==> config.mk <==
export PLATFORM = sky130hd
export DESIGN_NAME = uart_tx_port
export DESIGN_NICKNAME = d
export VERILOG_FILES = /design/src/rtl/uart_tx_port.sv
export SDC_FILE = /design/constraint.sdc
export NUM_CORES = 1
export LEC_CHECK = 0
export BUFFER_PORTS_ARGS = -buffer_cell sky130_fd_sc_hd__buf_2
export CORE_ASPECT_RATIO = 1.5
export CORE_MARGIN = 3
export CORE_UTILIZATION = 55
export DETAILED_ROUTE_END_ITERATION = 16
export GPL_TIMING_DRIVEN = 0
export PLACE_DENSITY = 0.93
export REMOVE_ABC_BUFFERS = 1
export SYNTH_ARGS = -nofsm -noshare
export SYNTH_HDL_FRONTEND = slang
export SYNTH_SLANG_ARGS = --single-unit
==> constraint.sdc <==
create_clock -name CLK -period 5.23 [get_ports CLK]
set_input_delay 1.046 -clock CLK [delete_from_list [all_inputs] [get_ports CLK]]
set_output_delay 1.046 -clock CLK [all_outputs]
set_load 0.01 [all_outputs]
==> src/rtl/uart_tx_port.sv <==
// Port-mapped 8N1 UART transmitter for a processor port bus.
// A write to TX_DATA_PORT starts a frame; STATUS_PORT reads busy/idle/interrupt flags.
module uart_tx_port #(
    parameter logic [15:0] TX_DATA_PORT = 16'h0000,
    parameter logic [15:0] STATUS_PORT  = 16'h0001,
    parameter int unsigned BAUD_DIV     = 5208
) (
    input  logic        CLK,
    input  logic        RESET,
    input  logic [15:0] PORT_ID,
    input  logic [15:0] OUT_PORT,
    input  logic        WRITE_STROBE,
    input  logic        READ_STROBE,
    input  logic        INTERRUPT_ACK,
    output logic [15:0] READ_DATA,
    output logic        TX,
    output logic        TX_BUSY,
    output logic        INTERRUPT
);

    typedef enum logic [1:0] {
        StIdle,
        StStart,
        StData,
        StStop
    } state_e;

    localparam logic [15:0] BaudLast = 16'(BAUD_DIV - 1);

    state_e      state_q, state_d;
    logic [15:0] baud_cnt_q, baud_cnt_d;
    logic [2:0]  bit_cnt_q, bit_cnt_d;
    logic [7:0]  shift_q, shift_d;
    logic        tx_q, tx_d;
    logic        intr_q, intr_d;
    logic        bit_end;
    logic        intr_set;
    logic        tx_write;

    assign bit_end  = (baud_cnt_q == BaudLast);
    assign tx_write = WRITE_STROBE && (PORT_ID == TX_DATA_PORT);

    always_comb begin
        state_d    = state_q;
        baud_cnt_d = baud_cnt_q;
        bit_cnt_d  = bit_cnt_q;
        shift_d    = shift_q;
        tx_d       = tx_q;
        intr_set   = 1'b0;

        unique case (state_q)
            StIdle: begin
                if (tx_write) begin
                    state_d    = StStart;
                    shift_d    = OUT_PORT[7:0];
                    baud_cnt_d = '0;
                    bit_cnt_d  = '0;
                    tx_d       = 1'b0;
                end
            end
            StStart: begin
                if (bit_end) begin
                    state_d    = StData;
                    baud_cnt_d = '0;
                    bit_cnt_d  = '0;
                    tx_d       = shift_q[0];
                    shift_d    = {1'b0, shift_q[7:1]};
                end else begin
                    baud_cnt_d = baud_cnt_q + 16'd1;
                end
            end
            StData: begin
                if (bit_end) begin
                    baud_cnt_d = '0;
                    if (bit_cnt_q == 3'd7) begin
                        state_d   = StStop;
                        bit_cnt_d = '0;
                        tx_d      = 1'b1;
                    end else begin
                        bit_cnt_d = bit_cnt_q + 3'd1;
                        tx_d      = shift_q[0];
                        shift_d   = {1'b0, shift_q[7:1]};
                    end
                end else begin
                    baud_cnt_d = baud_cnt_q + 16'd1;
                end
            end
            StStop: begin
                if (bit_end) begin
                    state_d    = StIdle;
                    baud_cnt_d = '0;
                    intr_set   = 1'b1;
                end else begin
                    baud_cnt_d = baud_cnt_q + 16'd1;
                end
            end
            default: state_d = StIdle;
        endcase

        // Frame completion beats a coincident acknowledge.
        intr_d = intr_set | (intr_q & ~INTERRUPT_ACK);
    end

    always_ff @(posedge CLK) begin
        if (RESET) begin
            state_q    <= StIdle;
            baud_cnt_q <= '0;
            bit_cnt_q  <= '0;
            shift_q    <= '0;
            tx_q       <= 1'b1;
            intr_q     <= 1'b0;
        end else begin
            state_q    <= state_d;
            baud_cnt_q <= baud_cnt_d;
            bit_cnt_q  <= bit_cnt_d;
            shift_q    <= shift_d;
            tx_q       <= tx_d;
            intr_q     <= intr_d;
        end
    end

    assign TX        = tx_q;
    assign TX_BUSY   = (state_q != StIdle);
    assign INTERRUPT = intr_q;

    // Zero when not addressed so the bus can OR peripherals together.
    assign READ_DATA = (PORT_ID == STATUS_PORT) ? {13'b0, intr_q, ~TX_BUSY, TX_BUSY} : 16'h0000;

    logic unused_inputs;
    assign unused_inputs = ^{OUT_PORT[15:8], READ_STROBE};

endmodule

==> results of run 1 <==
## cell usage after synthesis, drive strengths merged (3+ instances only)
cell type  number
ha              8
or3             6
a211oi         17
clkbuf          5
or4b            3
nor2b           3
nand3           3
nor2           10
o21ai          17
nand4b          3
mux2            7
nor3            8
nand2          11
o21bai          3
buf            17
nand2b          4
nand4           9
a21oi          19
nor4            4
or4             3
inv            13
o31ai           3
dfxtp          31
## worst max-delay path, cell delays in order
cell and delay, ps:
buf_2 90, nor4_1 460, and4_1 330, and3_1 170
buf_2 120
## metal layers
layer,part of all wire,up-vias,GRT usage
met3,0.042,14,0.0537
li1,-,853,-
met4,0.027,0,0.118
met1,0.38,846,0.241
met5,0,-,0
met2,0.55,42,0.393
## stage by stage
stage,util,cells
floorplan,-,213
global route,0.654,295
finish,0.654,295
CTS,0.654,295
global placement,0.621,286
detailed placement,0.627,287
## area by class of cell
class	instances	share of cell area
well taps	40	0.0237
clock inverters	3	0.00950
multi-input cells	169	0.533
clock buffers	5	0.0326
inverters	13	0.0231
flip-flops and latches	31	0.294
repair buffers	34	0.0837
## power by group through the flow
stage	combinational, mW	sequential [mW]	clock (mW)
after global routing	0.211	0.276	0.203
after floorplan	0.133	0.275	0
after CTS	0.193	0.273	0.191
after global placement	0.179	0.277	0
after detailed placement	0.192	0.278	0
final	0.193	0.273	0.191
## kinds of logic (layout without fill, tap and decap cells)
logic type               count (synthesis)  in the layout  share of synthesized area
XOR/XNOR                                 2              2                    0.00927
multiplexers                             9              9                     0.0523
buffers and inverters                   35             55                      0.104
flip-flops                              31             31                      0.328
AO/OA/AOI/OAI                           63             63                      0.212
adder cells (fa/ha/maj)                  8              8                     0.0530
other                                    1             13                    0.00198
AND/OR/NAND/NOR                         74             74                      0.239
## sequential cells by signal, summed over array words and instances, names as in the netlist
register,cells
shift_q,8
bit_cnt_q,3
state_q,2
TX,1
baud_cnt_q,16
INTERRUPT,1
## worst paths after layout
check,startpoint,end,slack (ps),cells after the start
worst max-delay path,PORT_ID[1],READ_DATA[2],1960,5
worst min-delay path,shift_q[1]$_SDFFE_PP0P_,shift_q[1]$_SDFFE_PP0P_,460,2
worst max register to register,baud_cnt_q[4]$_SDFFE_PP0N_,baud_cnt_q[6]$_SDFFE_PP0N_,2440,5
worst min register to register,shift_q[1]$_SDFFE_PP0P_,shift_q[1]$_SDFFE_PP0P_,460,2
==> results.yml, run 1 <==
status:
  outcome: "complete, no violations"
synth:
  syn_area_um2: 1890
  synth_warnings: 0
  ys_types: 44
  yosys_register_bits: 31
  synth_edf_count: 0
  avgSynthCellArea_um2: 8.47
  yosys.area.top_type_share: 0.328
  synthFlopType: "dfxtp_1"
  yosysSeqAreaShare: 0.328
  synthesis.instances: 223
  synth_top_cell_by_area: "dfxtp_1"
  synthArstFlopShare: 0
  synthTopCellsByArea: "dfxtp_1 (33%), a211oi_1 (6.4%), ha_1 (5.3%), buf_4 (5.2%), a21oi_1 (5.0%)"
clock_network:
  cts_buffer_depth: 2
  clk_pin_slew_ps: 70
  clk_latency_ps: 290
  postCtsResizedCells: 0
  cts_buffers: 5
  hold_buffers: 0
  cts_tree: "done"
  cts.htree.levels: 2
  root_buffer: "clkbuf_8"
  postCtsSetupBuffers: 0
  clock-sinks: 31
cells_and_area:
  nFillCells: 284
  seqCellArea_um2: 621
  final_area_um2: 2110
  layout_commonest_cell: "buf_2"
  area_delta_synth_final_pct: 11.6
  final_cell_mix: "buf_2 (33), dfxtp_1 (31), a21oi_1 (19)"
  multi_input_area_um2: 1120
  drive_above_1_share: 0.220
  num_antenna_cells: 0
  num-nets-final: 299
global_routing:
  grt_max_degree: 25
  grt-ovfl-total: 0
  antenna_found_initial: 0
  grt_pass1_wl_mm: 7.15
  grt_pass1_vias: 1689
  track_usage: 0.227
placed_design:
  dp_hpwl_mm: 3.26
  place_area_um2: 2020
  pre_cts_ws_ps: 1920
  gp_congestion: 0.828
  port_buffers: 33
timing:
  finalSetupViolations: 0
  min_period_ps: 3270
  maxSlewViolCount: 0
  tightest_slew_ps: 915
  slew_headroom: 0.389
  rsz0062_at_grt: "false"
  hold_violations: 0
  fmax_mhz: 306
  fin_setup_tns_ps: 0
  fin_crit_sh: 0.624
  worst_clock_skew_ps: 9.00
  hold_ws_ps: 464
  timing.final.ws_setup_ps: 1960
worst_setup_path:
  crit_fanout: 3
  cp-start-kind: "primary input"
  required_ps: 4180
  critPathKind: "primary input to output pin"
  crit_path_end_kind: "output pin"
  worstPathArrival_ps: 2220
drt:
  ant_nets: 0
  dr.pass1.iters: 5
  via_per_inst: 5.95
  routed_wl_mm: 4.32
  vias: 1755
  drt_iter0_drc: 70
  wl_per_cell_um: 14.6
  drc: 0
floorplan:
  start_util: 0.586
  die_y_um: 77.8
  core_um2: 3220
  die_w_um: 53.9
  row_count: 25
  die-area_um2: 4190
  io_pins: 56
min_path:
  min_path_type: "flop to flop"
power:
  max-vdd-ir-drop_mv: 0.259
  p_int_mw: 0.425
  combPwrFrac: 0.294
  power_density_nw_per_um2: 312
  p_leak_nw: 0.788
  swShare: 0.354
  total_power_mw: 0.658
  seqPwrFrac: 0.415
  p_clk_frac: 0.291
  p_sw_mw: 0.233
job:
  maxCapViolations: 0
Power figures use the tool's default switching activity.
==> run 2: changes to the inputs <==
--- a/config.mk
+++ b/config.mk
@@ -8,10 +8,10 @@
 export BUFFER_PORTS_ARGS = -buffer_cell sky130_fd_sc_hd__buf_2
 export CORE_ASPECT_RATIO = 1.5
 export CORE_MARGIN = 3
-export CORE_UTILIZATION = 55
+export CORE_UTILIZATION = 51
 export DETAILED_ROUTE_END_ITERATION = 16
 export GPL_TIMING_DRIVEN = 0
-export PLACE_DENSITY = 0.93
+export PLACE_DENSITY = 0.88
 export REMOVE_ABC_BUFFERS = 1
 export SYNTH_ARGS = -nofsm -noshare
 export SYNTH_HDL_FRONTEND = slang
==> constraint.sdc (replaced) <==
create_clock -name CLK -period 3.2 [get_ports CLK]
set_input_delay 0.64 -clock CLK [delete_from_list [all_inputs] [get_ports CLK]]
set_output_delay 0.64 -clock CLK [all_outputs]
set_load 0.01 [all_outputs]
==> run 2 against run 1 <==
Clock skew shrank 1.4 ps. Via count shrank 4.9%. Highest routed layer unchanged. Setup slack worse by 1600 ps. Final area grew 1.5%. Critical endpoint is now baud_cnt_q[0]$_SDFFE_PP0N_. Sequential cell count unchanged. Final cell count is 0.68% higher. Power up 76%. Clock power rose by 110%. Non-clock buffer count stayed put. Wire length decreased by 6.2%. Worst hold slack worse by 5.4 ps.
==> results.yml, run 2 (synthesis gave the netlist of run 1 again) <==
floorplan:
  io_pins: 56
  die-area_um2: 4490
  die_w_um: 55.7
  die_y_um: 80.5
  core_um2: 3480
  start_util: 0.543
  row_count: 26
cells_and_area:
  area_delta_synth_final_pct: 13.2
  final_area_um2: 2140
  multi_input_area_um2: 1120
  nFillCells: 305
  layout_commonest_cell: "buf_2"
  drive_above_1_share: 0.220
  largest-register: "baud_cnt_q"
  num-nets-final: 299
  largestRegisters: "baud_cnt_q (16), shift_q (8), bit_cnt_q (3)"
  final_cell_mix: "buf_2 (33), dfxtp_1 (31), a21oi_1 (19)"
  finish.utilization: 0.615
  largest_reg_flops: 16
  num_antenna_cells: 0
  seqCellArea_um2: 621
drt:
  wl_per_cell_um: 13.6
  ant_nets: 0
  vias: 1669
  routed_wl_mm: 4.05
  via_per_inst: 5.62
  drc: 0
  drt_iter0_drc: 44
  dr.pass1.iters: 4
power:
  p_leak_nw: 0.809
  max-vdd-ir-drop_mv: 0.423
  power_density_nw_per_um2: 542
timing:
  timing.final.ws_setup_ps: 404
  min_period_ps: 2800
  hold_violations: 0
  worst_clock_skew_ps: 7.62
  tightest_slew_ps: 914
  fin_crit_sh: 0.874
  maxSlewViolCount: 0
  finalSetupViolations: 0
  fmax_mhz: 358
  slew_headroom: 0.389
  hold_ws_ps: 459
  rsz0062_at_grt: "false"
placed_design:
  dp_hpwl_mm: 3.01
  pre_cts_ws_ps: 339
  port_buffers: 33
  place_area_um2: 2020
  gp_congestion: 0.816
global_routing:
  grt_pass1_vias: 1632
  grt_pass1_wl_mm: 6.88
  track_usage: 0.194
  grt_max_degree: 24
  grt-ovfl-total: 0
  antenna_found_initial: 0
job:
  maxCapViolations: 0
worst_setup_path:
  cp_common_cell: "nor2_1"
  cp_cell_sequence: "or4b_4 -> nor4_4 -> nor2_1 -> o21bai_1 -> nor2_1"
  crit_fanout: 12
  crit_path_end_kind: "flop"
  slowest_delay_ps: 770
  required_ps: 3340
  cp-start-kind: "flop"
  reg2reg_slack_ps: 400
  cp_slowest_cell: "o21bai_1"
  worstPathArrival_ps: 2940
  critPathKind: "flop to flop"
status:
  outcome: "complete, no violations"
min_path:
  min_path_type: "flop to flop"
clock_network:
  clock-sinks: 31
  cts_buffers: 5
  root_buffer: "clkbuf_8"
  clk_pin_slew_ps: 60
  cts_tree: "done"
  cts.htree.levels: 2
  hold_buffers: 0
  cts_buffer_depth: 2
  postCtsResizedCells: 0
  clk_latency_ps: 290
  postCtsSetupBuffers: 0
-- run 2: cell type report --
cell class	instances	area share
repair buffers	34	0.0825
clock buffers	6	0.0386
flip-flops and latches	31	0.290
clock inverters	2	0.0164
multi-input cells	169	0.525
inverters	13	0.0228
well taps	42	0.0246
-- run 2: report_power, final --
part | switching (mW) | internal (mW) | leakage (nW)
registers | 0.0216 | 0.425 | 0.250
clock network | 0.150 | 0.252 | 0.0612
logic | 0.194 | 0.119 | 0.498
-- run 2: routing by layer --
layer  vias up  part of all wire  track usage
met2        21              0.56        0.383
met3         6             0.030       0.0450
met1       783              0.39        0.186
met5         -                 0            0
met4         0             0.018       0.0900
li1        859                 -            -
-- run 2: final timing paths --
kind / start / cells after the start / endpoint
hold reg to reg: shift_q[3]$_SDFFE_PP0P_ / 2 / shift_q[3]$_SDFFE_PP0P_
setup reg to reg: baud_cnt_q[4]$_SDFFE_PP0N_ / 5 / baud_cnt_q[0]$_SDFFE_PP0N_
hold / removal: shift_q[3]$_SDFFE_PP0P_ / 2 / shift_q[3]$_SDFFE_PP0P_
setup / recovery: baud_cnt_q[4]$_SDFFE_PP0N_ / 5 / baud_cnt_q[0]$_SDFFE_PP0N_
-- run 2: per-stage QoR --
step	power, mW	instances	setup TNS (ps)
6_report	1.16	297	0
3_5_place_dp	0.766	289	0
4_1_cts	1.17	297	0
3_3_place_gp	0.745	288	-5250
5_1_grt	1.22	297	0
2_1_floorplan	0.667	213	0
-- run 2: worst max-delay path, delay by kind of cell, from the launching register on --
kind,cells,cell delay (ps)
flops,1,400
simple gates,4,1480
compound gates,1,770
